## config.mk

```make
export PLATFORM = sky130hd
export DESIGN_NAME = pdp8l_rkx_iot
export DESIGN_NICKNAME = d
export VERILOG_FILES = /design/src/rtl/pdp8l_rkx_iot.sv
export SDC_FILE = /design/constraint.sdc
export NUM_CORES = 1
export LEC_CHECK = 0
export ABC_AREA = 0
export BUFFER_PORTS_ARGS = -buffer_cell sky130_fd_sc_hd__buf_2
export CAP_MARGIN = 40
export CORE_MARGIN = 2
export CORE_UTILIZATION = 30
export CTS_CLUSTER_SIZE = 24
export DETAILED_ROUTE_END_ITERATION = 8
export PLACE_DENSITY = 0.55
export SYNTH_ARGS = -nofsm -noshare
export SYNTH_HDL_FRONTEND = slang
export SYNTH_SLANG_ARGS = --single-unit
```

## constraint.sdc

```tcl
create_clock -name CLOCK -period 3.05 [get_ports CLOCK]
set_clock_uncertainty 0.05 [all_clocks]
set_input_delay 0.7625 -clock CLOCK [delete_from_list [all_inputs] [get_ports CLOCK]]
set_output_delay 0.7625 -clock CLOCK [all_outputs]
set_load 0.1 [all_outputs]
```

## src/rtl/pdp8l_rkx_iot.sv

```systemverilog
// RK8E-class disk controller IOT interface for the PDP-8/L bus.
// Decodes the disk IOTs and hands transfers and seeks to the ARM through a register mailbox.
module pdp8l_rkx_iot #(
  parameter logic [5:0]  DEVCODE = 6'o74,
  parameter int          NDRIVES = 4,
  parameter logic [11:0] VERSION = 12'h006
) (
  input  logic        CLOCK,
  input  logic        RESET,
  input  logic        BINIT,
  input  logic        CSTEP,
  input  logic        armwrite,
  input  logic [2:0]  armwaddr,
  input  logic [2:0]  armraddr,
  input  logic [31:0] armwdata,
  output logic [31:0] armrdata,
  input  logic        iopstart,
  input  logic        iopstop,
  input  logic [11:0] ioopcode,
  input  logic [11:0] cputodev,
  output logic [11:0] devtocpu,
  output logic        AC_CLEAR,
  output logic        IO_SKIP,
  output logic        INT_RQST,
  output logic        ARM_RQST
);

  localparam logic [3:0]  DRV_MASK  = 4'((1 << NDRIVES) - 1);
  localparam logic [11:0] SKIP_MASK = 12'o5677;

  typedef enum logic [2:0] {
    OP_NONE = 3'd0,
    OP_DSKP = 3'd1,
    OP_DCLR = 3'd2,
    OP_DLAG = 3'd3,
    OP_DLCA = 3'd4,
    OP_DRST = 3'd5,
    OP_DLDC = 3'd6,
    OP_RSVD = 3'd7
  } iot_op_e;

  logic [11:0] command_q, command_d;
  logic [11:0] diskaddr_q, diskaddr_d;
  logic [11:0] memaddr_q, memaddr_d;
  logic [11:0] status_q, status_d;
  logic [3:0]  seeking_q, seeking_d;
  logic [1:0]  drvsel_q, drvsel_d;
  logic        startio_q, startio_d;
  logic        stbusy_q, stbusy_d;
  logic        enable_q, enable_d;
  logic        done_pend_q, done_pend_d;
  logic        iop_busy_q, iop_busy_d;
  logic        pend_valid_q, pend_valid_d;
  logic [2:0]  pend_addr_q, pend_addr_d;
  logic [11:0] pend_data_q, pend_data_d;
  logic [11:0] devtocpu_q, devtocpu_d;
  logic        ac_clear_q, ac_clear_d;
  logic        io_skip_q, io_skip_d;

  logic        iop_hit;
  logic        stskip;
  logic [1:0]  cmd_drv;
  iot_op_e     iot_op;
  logic        arm_we;
  logic [2:0]  arm_addr;
  logic [11:0] arm_data;
  logic [3:0]  seek_clr;
  logic        unused_wdata;

  assign unused_wdata = ^armwdata[31:12];

  assign iop_hit = CSTEP && iopstart && enable_q && !iop_busy_q &&
                   (ioopcode[11:9] == 3'o6) && (ioopcode[8:3] == DEVCODE);
  assign iot_op  = iot_op_e'(ioopcode[2:0]);
  assign stskip  = |(status_q & SKIP_MASK);
  assign cmd_drv = command_q[2:1];

  // A fresh ARM write always supersedes a held one.
  assign arm_we   = armwrite || pend_valid_q;
  assign arm_addr = armwrite ? armwaddr : pend_addr_q;
  assign arm_data = armwrite ? armwdata[11:0] : pend_data_q;

  always_comb begin
    command_d    = command_q;
    diskaddr_d   = diskaddr_q;
    memaddr_d    = memaddr_q;
    status_d     = status_q;
    seeking_d    = seeking_q;
    drvsel_d     = drvsel_q;
    startio_d    = startio_q;
    stbusy_d     = stbusy_q;
    enable_d     = enable_q;
    done_pend_d  = 1'b0;
    iop_busy_d   = iop_busy_q;
    pend_valid_d = pend_valid_q;
    pend_addr_d  = pend_addr_q;
    pend_data_d  = pend_data_q;
    devtocpu_d   = devtocpu_q;
    ac_clear_d   = ac_clear_q;
    io_skip_d    = io_skip_q;
    seek_clr     = 4'b0;

    if (done_pend_q) status_d[11] = 1'b1;

    if (CSTEP && iopstop) begin
      iop_busy_d = 1'b0;
      devtocpu_d = 12'b0;
      ac_clear_d = 1'b0;
      io_skip_d  = 1'b0;
    end

    if (iop_hit) begin
      iop_busy_d = 1'b1;
      devtocpu_d = 12'b0;
      ac_clear_d = 1'b0;
      io_skip_d  = 1'b0;
      // The IOP owns this cycle; any ARM write waits one cycle and then wins.
      if (arm_we) begin
        pend_valid_d = 1'b1;
        pend_addr_d  = arm_addr;
        pend_data_d  = arm_data;
      end
      case (iot_op)
        OP_DSKP: io_skip_d = stskip;
        OP_DCLR: begin
          case (cputodev[1:0])
            2'd0: begin
              if (stbusy_q) status_d[6] = 1'b1;
              else          status_d    = 12'b0;
            end
            2'd1: begin
              command_d = 12'b0;
              memaddr_d = 12'b0;
              status_d  = 12'b0;
              startio_d = 1'b1;
              stbusy_d  = 1'b1;
            end
            2'd2: begin
              if (stbusy_q) begin
                status_d[6] = 1'b1;
              end else begin
                command_d  = {3'd3, command_q[8], 8'b0};
                diskaddr_d = 12'b0;
                startio_d  = 1'b1;
                stbusy_d   = 1'b1;
              end
            end
            default: begin
              status_d  = 12'b0;
              startio_d = 1'b1;
            end
          endcase
        end
        OP_DLAG: begin
          if (stbusy_q) begin
            status_d[6] = 1'b1;
          end else if (!DRV_MASK[cmd_drv]) begin
            status_d[1] = 1'b1;
          end else begin
            ac_clear_d = 1'b1;
            diskaddr_d = cputodev;
            status_d   = 12'b0;
            drvsel_d   = cmd_drv;
            startio_d  = 1'b1;
            stbusy_d   = 1'b1;
            if (command_q[11:9] == 3'd3) seeking_d[cmd_drv] = 1'b1;
          end
        end
        OP_DLCA: begin
          if (stbusy_q) begin
            status_d[6] = 1'b1;
          end else begin
            ac_clear_d = 1'b1;
            memaddr_d  = cputodev;
          end
        end
        OP_DRST: begin
          ac_clear_d = 1'b1;
          devtocpu_d = {status_q[11], seeking_q[cmd_drv], status_q[9:0]};
        end
        OP_DLDC: begin
          if (stbusy_q) begin
            status_d[6] = 1'b1;
          end else begin
            ac_clear_d = 1'b1;
            command_d  = cputodev;
            status_d   = 12'b0;
          end
        end
        default: ;
      endcase
    end else begin
      pend_valid_d = 1'b0;
      if (arm_we) begin
        case (arm_addr)
          3'd1: command_d  = arm_data;
          3'd2: diskaddr_d = arm_data;
          3'd3: memaddr_d  = arm_data;
          3'd4: status_d   = {arm_data[11:7], status_d[6], arm_data[5:0]};
          3'd5: begin
            enable_d  = arm_data[0];
            startio_d = arm_data[1];
            stbusy_d  = arm_data[2];
          end
          3'd6: begin
            seek_clr    = seeking_q & arm_data[3:0];
            seeking_d   = seeking_q & ~arm_data[3:0];
            done_pend_d = (|seek_clr) && command_q[7];
          end
          default: ;
        endcase
      end
    end

    seeking_d = seeking_d & DRV_MASK;
  end

  always_ff @(posedge CLOCK) begin
    if (RESET || BINIT) begin
      command_q    <= 12'b0;
      diskaddr_q   <= 12'b0;
      memaddr_q    <= 12'b0;
      status_q     <= 12'b0;
      seeking_q    <= 4'b0;
      drvsel_q     <= 2'b0;
      startio_q    <= 1'b0;
      stbusy_q     <= 1'b0;
      enable_q     <= RESET ? 1'b0 : enable_q;
      done_pend_q  <= 1'b0;
      iop_busy_q   <= 1'b0;
      pend_valid_q <= 1'b0;
      pend_addr_q  <= 3'b0;
      pend_data_q  <= 12'b0;
      devtocpu_q   <= 12'b0;
      ac_clear_q   <= 1'b0;
      io_skip_q    <= 1'b0;
    end else begin
      command_q    <= command_d;
      diskaddr_q   <= diskaddr_d;
      memaddr_q    <= memaddr_d;
      status_q     <= status_d;
      seeking_q    <= seeking_d;
      drvsel_q     <= drvsel_d;
      startio_q    <= startio_d;
      stbusy_q     <= stbusy_d;
      enable_q     <= enable_d;
      done_pend_q  <= done_pend_d;
      iop_busy_q   <= iop_busy_d;
      pend_valid_q <= pend_valid_d;
      pend_addr_q  <= pend_addr_d;
      pend_data_q  <= pend_data_d;
      devtocpu_q   <= devtocpu_d;
      ac_clear_q   <= ac_clear_d;
      io_skip_q    <= io_skip_d;
    end
  end

  always_comb begin
    case (armraddr)
      3'd0:    armrdata = {16'h524B, 4'h2, VERSION};
      3'd1:    armrdata = {20'b0, command_q};
      3'd2:    armrdata = {20'b0, diskaddr_q};
      3'd3:    armrdata = {20'b0, memaddr_q};
      3'd4:    armrdata = {20'b0, status_q};
      3'd5:    armrdata = {29'b0, stbusy_q, startio_q, enable_q};
      3'd6:    armrdata = {28'b0, seeking_q};
      3'd7:    armrdata = {30'b0, drvsel_q};
      default: armrdata = 32'hDEADBEEF;
    endcase
  end

  assign devtocpu = devtocpu_q;
  assign AC_CLEAR = ac_clear_q;
  assign IO_SKIP  = io_skip_q;
  assign INT_RQST = command_q[8] && stskip;
  assign ARM_RQST = startio_q;

endmodule

```

# After elaboration in Yosys (flattened, before gate mapping)

Cells that the tools add are included.

Equality and inequality tests: 47
Bitwise operators: 8
Multiplexer cells: 87
Add/subtract/negate cells: 0
Magnitude comparators: 2
Reductions and logical operators: 44
$mul: 0
Div/mod/pow operators: 0
Shift-type cells: 0

Operator list:

| operator                                               | count |
|---|---|
| two-way mux 12 bit                                     | 23 |
| one-hot mux 32 bit (8 select lines)                    | 1 |
| one-hot mux 12 bit (2 select lines)                    | 4 |
| == test 3 bit (second input constant)                  | 11 |
| two-way mux 1 bit                                      | 33 |
| two-way mux 4 bit                                      | 7 |
| inequality test 3 bit (second input constant)          | 9 |
| AND reduction 6 bit                                    | 4 |
| == test 3 x 2 -> 1 bit (second input constant)         | 7 |
| nonzero test 2 bit                                     | 10 |
| one-hot mux 6 bit (3 select lines)                     | 1 |
| one-hot mux 5 bit (3 select lines)                     | 1 |
| AND reduction 7 bit                                    | 2 |
| two-way mux 6 bit                                      | 2 |
| one-hot mux 6 bit (2 select lines)                     | 1 |
| AND reduction 4 bit                                    | 3 |
| two-way mux 10 bit                                     | 1 |
| two-way mux 5 bit                                      | 2 |
| one-hot mux 5 bit (2 select lines)                     | 1 |
| AND reduction 5 bit                                    | 2 |
| OR reduction 10 bit                                    | 1 |
| == test 3 x 1 -> 1 bit (second input constant)         | 3 |
| logical AND 1 bit                                      | 9 |
| inequality test 3 x 1 -> 1 bit (second input constant) | 3 |
| 30 further kinds                                       | 47 |

Word-level logic and storage cells: 209
Register bits after elaboration: 89
Latch bits: 0
Memories: 0
Output and inout port bits: 48
ROM bits: 0
Memory bits (writable): 0

# Logic depth before layout (Yosys ltp)

Word-level depth: 10
Mapped depth: 8
Depth with buffers taken out: 7

# Worst setup path after synthesis

No wires, ideal clock.

Path type: input port to output port
From: input armraddr[0]
To: output armrdata[16]
Arrival time: 4.222 ns
Cell stages on the path: 4
Path slack: -1.985 ns
Path buffers: 3
Cell sequence: clkbuf_1 clkbuf_1 nor3_1 buf_4

Cells in the longest elaborated chain, start to end: 2
Elaborated cells between the ends (all ways): 9

RTL lines:

| item                                        | line | text |
|---|---|---|
| from (decl)                                 | 14   | `input logic [2:0] armraddr,` |
| == test 3 bit, or another cell as far along | 259  | `case (armraddr)` |
| one-hot mux 32 bit (8 select lines) (*)     | 259  |  |
| to (decl)                                   | 16   | `output logic [31:0] armrdata,` |

Mark *: on every way between the ends. The rest lies on a longest branch, timed or not. The select of a mux whose other input is x is not followed.

# Worst setup path after layout

From: input armraddr[0]
To: output armrdata[11]

The elaborated chain is that of the path after synthesis.

==> flow_summary.toml <==
[hold_path]
hp-class = "flip-flop to flip-flop"

[clock_network]
htree_levels = 3
cts_sinks = 89
root_buffer = "clkbuf_16"
clock_latency_ps = 350
clkTransAtPathRegs_ps = 60
clockBufferDepth = 2
cts_buffers = 9
cts_tree = "built"

[final_layout]
seq_area_um2 = 1792
diodes = 0
fillCellCount = 1576
final_cell_mix = "dfxtp_1 (88), nor2_1 (73), buf_2 (65)"
syn_to_final_growth_pct = 29.15
postLayoutCoreUtil_pct = 39.12
instances_no_fill = 852
drive_gt1_share_pct = 28.62
multiInputGateArea_um2 = 2716
final_common_cell = "dfxtp_1"
finalNetCount = 703

[floorplanning]
dieHeight_um = 130.0
start_util_pct = 30.29
die_w_um = 130.0
fp.dieArea_um2 = 16890
ioPinCount = 117
core_um2 = 15710
std_cell_rows = 46

[detailed_routing]
via_count = 4408
wl_per_cell_um = 17.30
wl_um = 14740
viasPerCell = 5.174
dr.pass1.iters = 5
drc_errors = 0
wl_met2_um = 6968
wl_met3_um = 854
drtIter0Drc = 402
drt-met1-wl_um = 6656
routed.top_layer = "met4"
ant_nets = 0

[power]
ir_worst_vdd_mv = 0.2696
power.density_nw_per_um2 = 472.3
leakagePower_nw = 2.231
finalPower_mw = 2.903

[setup_path]
path_class = "input port to output port"
cp_max_fo = 12
arrival_ps = 2140
cp_top_family = "buffers and inverters"
cp_num_buf_inv = 3
required_ps = 2240
cp_slowest_stage_delay_ps = 390
slowest_stage = "mux2_2"
crit_chain = "buf_2 > mux2_2 > a221oi_2 > buf_4 > a21oi_2 > buf_12"
cp-end-kind = "output port"
worst_setup_path_start_kind = "input port"

[synthesis]
synth.distinct_cells = 63
postSynthAreaPerCell_um2 = 8.530
synth-edff-count = 1
syn_inst = 558
synthArstFlopShare_pct = 0
ys_ff_latch = 89
synth_ff_type = "dfxtp_1"
yosysSeqAreaShare_pct = 37.64
syn_area_um2 = 4760
yosysWarnings = 0

[sta]
slew_headroom_pct = 44.50
period_minus_slack_ps = 2954
finalCritPeriodShare_pct = 96.86
hold_violations = 0
slew_violations = 0
rsz0062_at_grt = "no"
max_freq_ghz = 0.3385
worst-slew-pin-transition_ps = 826.1
setup_viol = 0

[global_route]
antenna_found_initial = 0
grt_max_degree = 77
grt_pass1_wl_um = 22860
grt-ovfl-total = 0
grt_pass1_vias = 4219
grt.total_usage_pct = 17.81

[placed_design]
dp_hpwl_um = 10900
gp_congestion = 0.8421
dpl.cell_count = 836
port_buffers = 84

[flow_run]
max_cap_violations = 0

[outcome]
status = "finished clean"
-- layer usage --
layer	up-vias	global-route usage (%)
li1	2147	-
met1	2110	23.67
met2	129	28.36
met3	22	4.879
met4	0	5.187
met5	-	0
-- what timing repair did --
action | CTS | global route
endpoints found under the hold margin | 0 | 0
cloned | 0 | 0
resized for setup | 1 | 1
setup endpoints to repair | 1 | 6
hold buffers | 0 | 0
setup buffers | 0 | 0
-- layout make-up --
cell class / instances / area share (%)
multi-input cells: 410 / 44.19
flip-flops and latches: 89 / 29.15
repair buffers: 109 / 15.75
well taps: 216 / 4.396
clock buffers: 12 / 4.173
clock inverters: 4 / 1.608
inverters: 12 / 0.7327
-- worst paths after layout --
check                           slack, ps                   startpoint  cells past startpoint                          end
worst max-delay path                  100                  armraddr[0]                      6                 armrdata[11]
worst min-delay path                  400  pend_data_q[9]$_SDFFE_PP0P_                      2  pend_data_q[9]$_SDFFE_PP0P_
worst max register to register        440       enable_q$_SDFFCE_PP0P_                      5    seeking_q[1]$_SDFFE_PP0P_
worst min register to register        400  pend_data_q[9]$_SDFFE_PP0P_                      2  pend_data_q[9]$_SDFFE_PP0P_
-- cells by family (layout without fill, tap and decap cells) --
| kind of cell | after synthesis | in the layout | synth area share, % |
|---|---|---|---|
| AND/OR/NAND/NOR | 180 | 180 | 18.32 |
| AO/OA/AOI/OAI | 171 | 171 | 25.08 |
| flip-flops | 89 | 89 | 37.64 |
| buffers and inverters | 70 | 137 | 7.755 |
| multiplexers | 44 | 44 | 10.33 |
| adder cells (fa/ha/maj) | 3 | 3 | 0.7887 |
| other | 1 | 12 | 0.07879 |
-- through the flow --
| step | setup TNS (ps) | setup WS [ps] | hold WS [ps] | instance area, um^2 |
|---|---|---|---|---|
| after detailed placement | -10.02 | -10.02 | 397.3 | 5783 |
| after global placement | -20.93 | -20.93 | 389.6 | 5776 |
| after global routing | 0 | 19.87 | 428.5 | 6147 |
| after floorplan | -2818 | -230.7 | 382.2 | 4942 |
| final | 0 | 95.67 | 403.5 | 6147 |
| after CTS | 0 | 45.37 | 406.2 | 6145 |
-- worst register-to-register path, delay by kind of cell (launching register included) --
| kind | cells | cell delay (ps) |
|---|---|---|
| compound gates | 2 | 460 |
| simple gates | 3 | 1570 |
| flops | 1 | 430 |
-- registers in the layout, indices dropped and copies added, names as in the netlist, 3 cells and up --
name / flops
command_q: 12
diskaddr_q: 12
devtocpu: 12
seeking_q: 4
pend_addr_q: 3
status_q: 12
memaddr_q: 12
pend_data_q: 12
-- cells in the mapped netlist, types with 7 or more instances --
| master | number | area, um^2 |
|---|---|---|
| inv_1 | 12 | 45.04 |
| buf_4 | 20 | 150.1 |
| a211oi_2 | 8 | 100.1 |
| nand2_1 | 55 | 206.5 |
| a211oi_1 | 26 | 195.2 |
| clkbuf_1 | 25 | 93.84 |
| dfxtp_1 | 88 | 1762 |
| mux2_2 | 18 | 202.7 |
| buf_2 | 7 | 35.03 |
| nor2_1 | 74 | 277.8 |
| a22oi_1 | 25 | 187.7 |
| o21ai_0 | 18 | 90.09 |
| mux2i_1 | 23 | 230.2 |
| a22o_1 | 8 | 70.07 |
| a21oi_1 | 54 | 270.3 |
-- power by group --
part	switching [mW]	leakage, nW	internal (mW)
registers	0.00676	0.719	1.17
clock network	0.465	0.173	0.847
logic	0.289	1.34	0.123
Note: power is estimated with default switching activity, not from simulation.
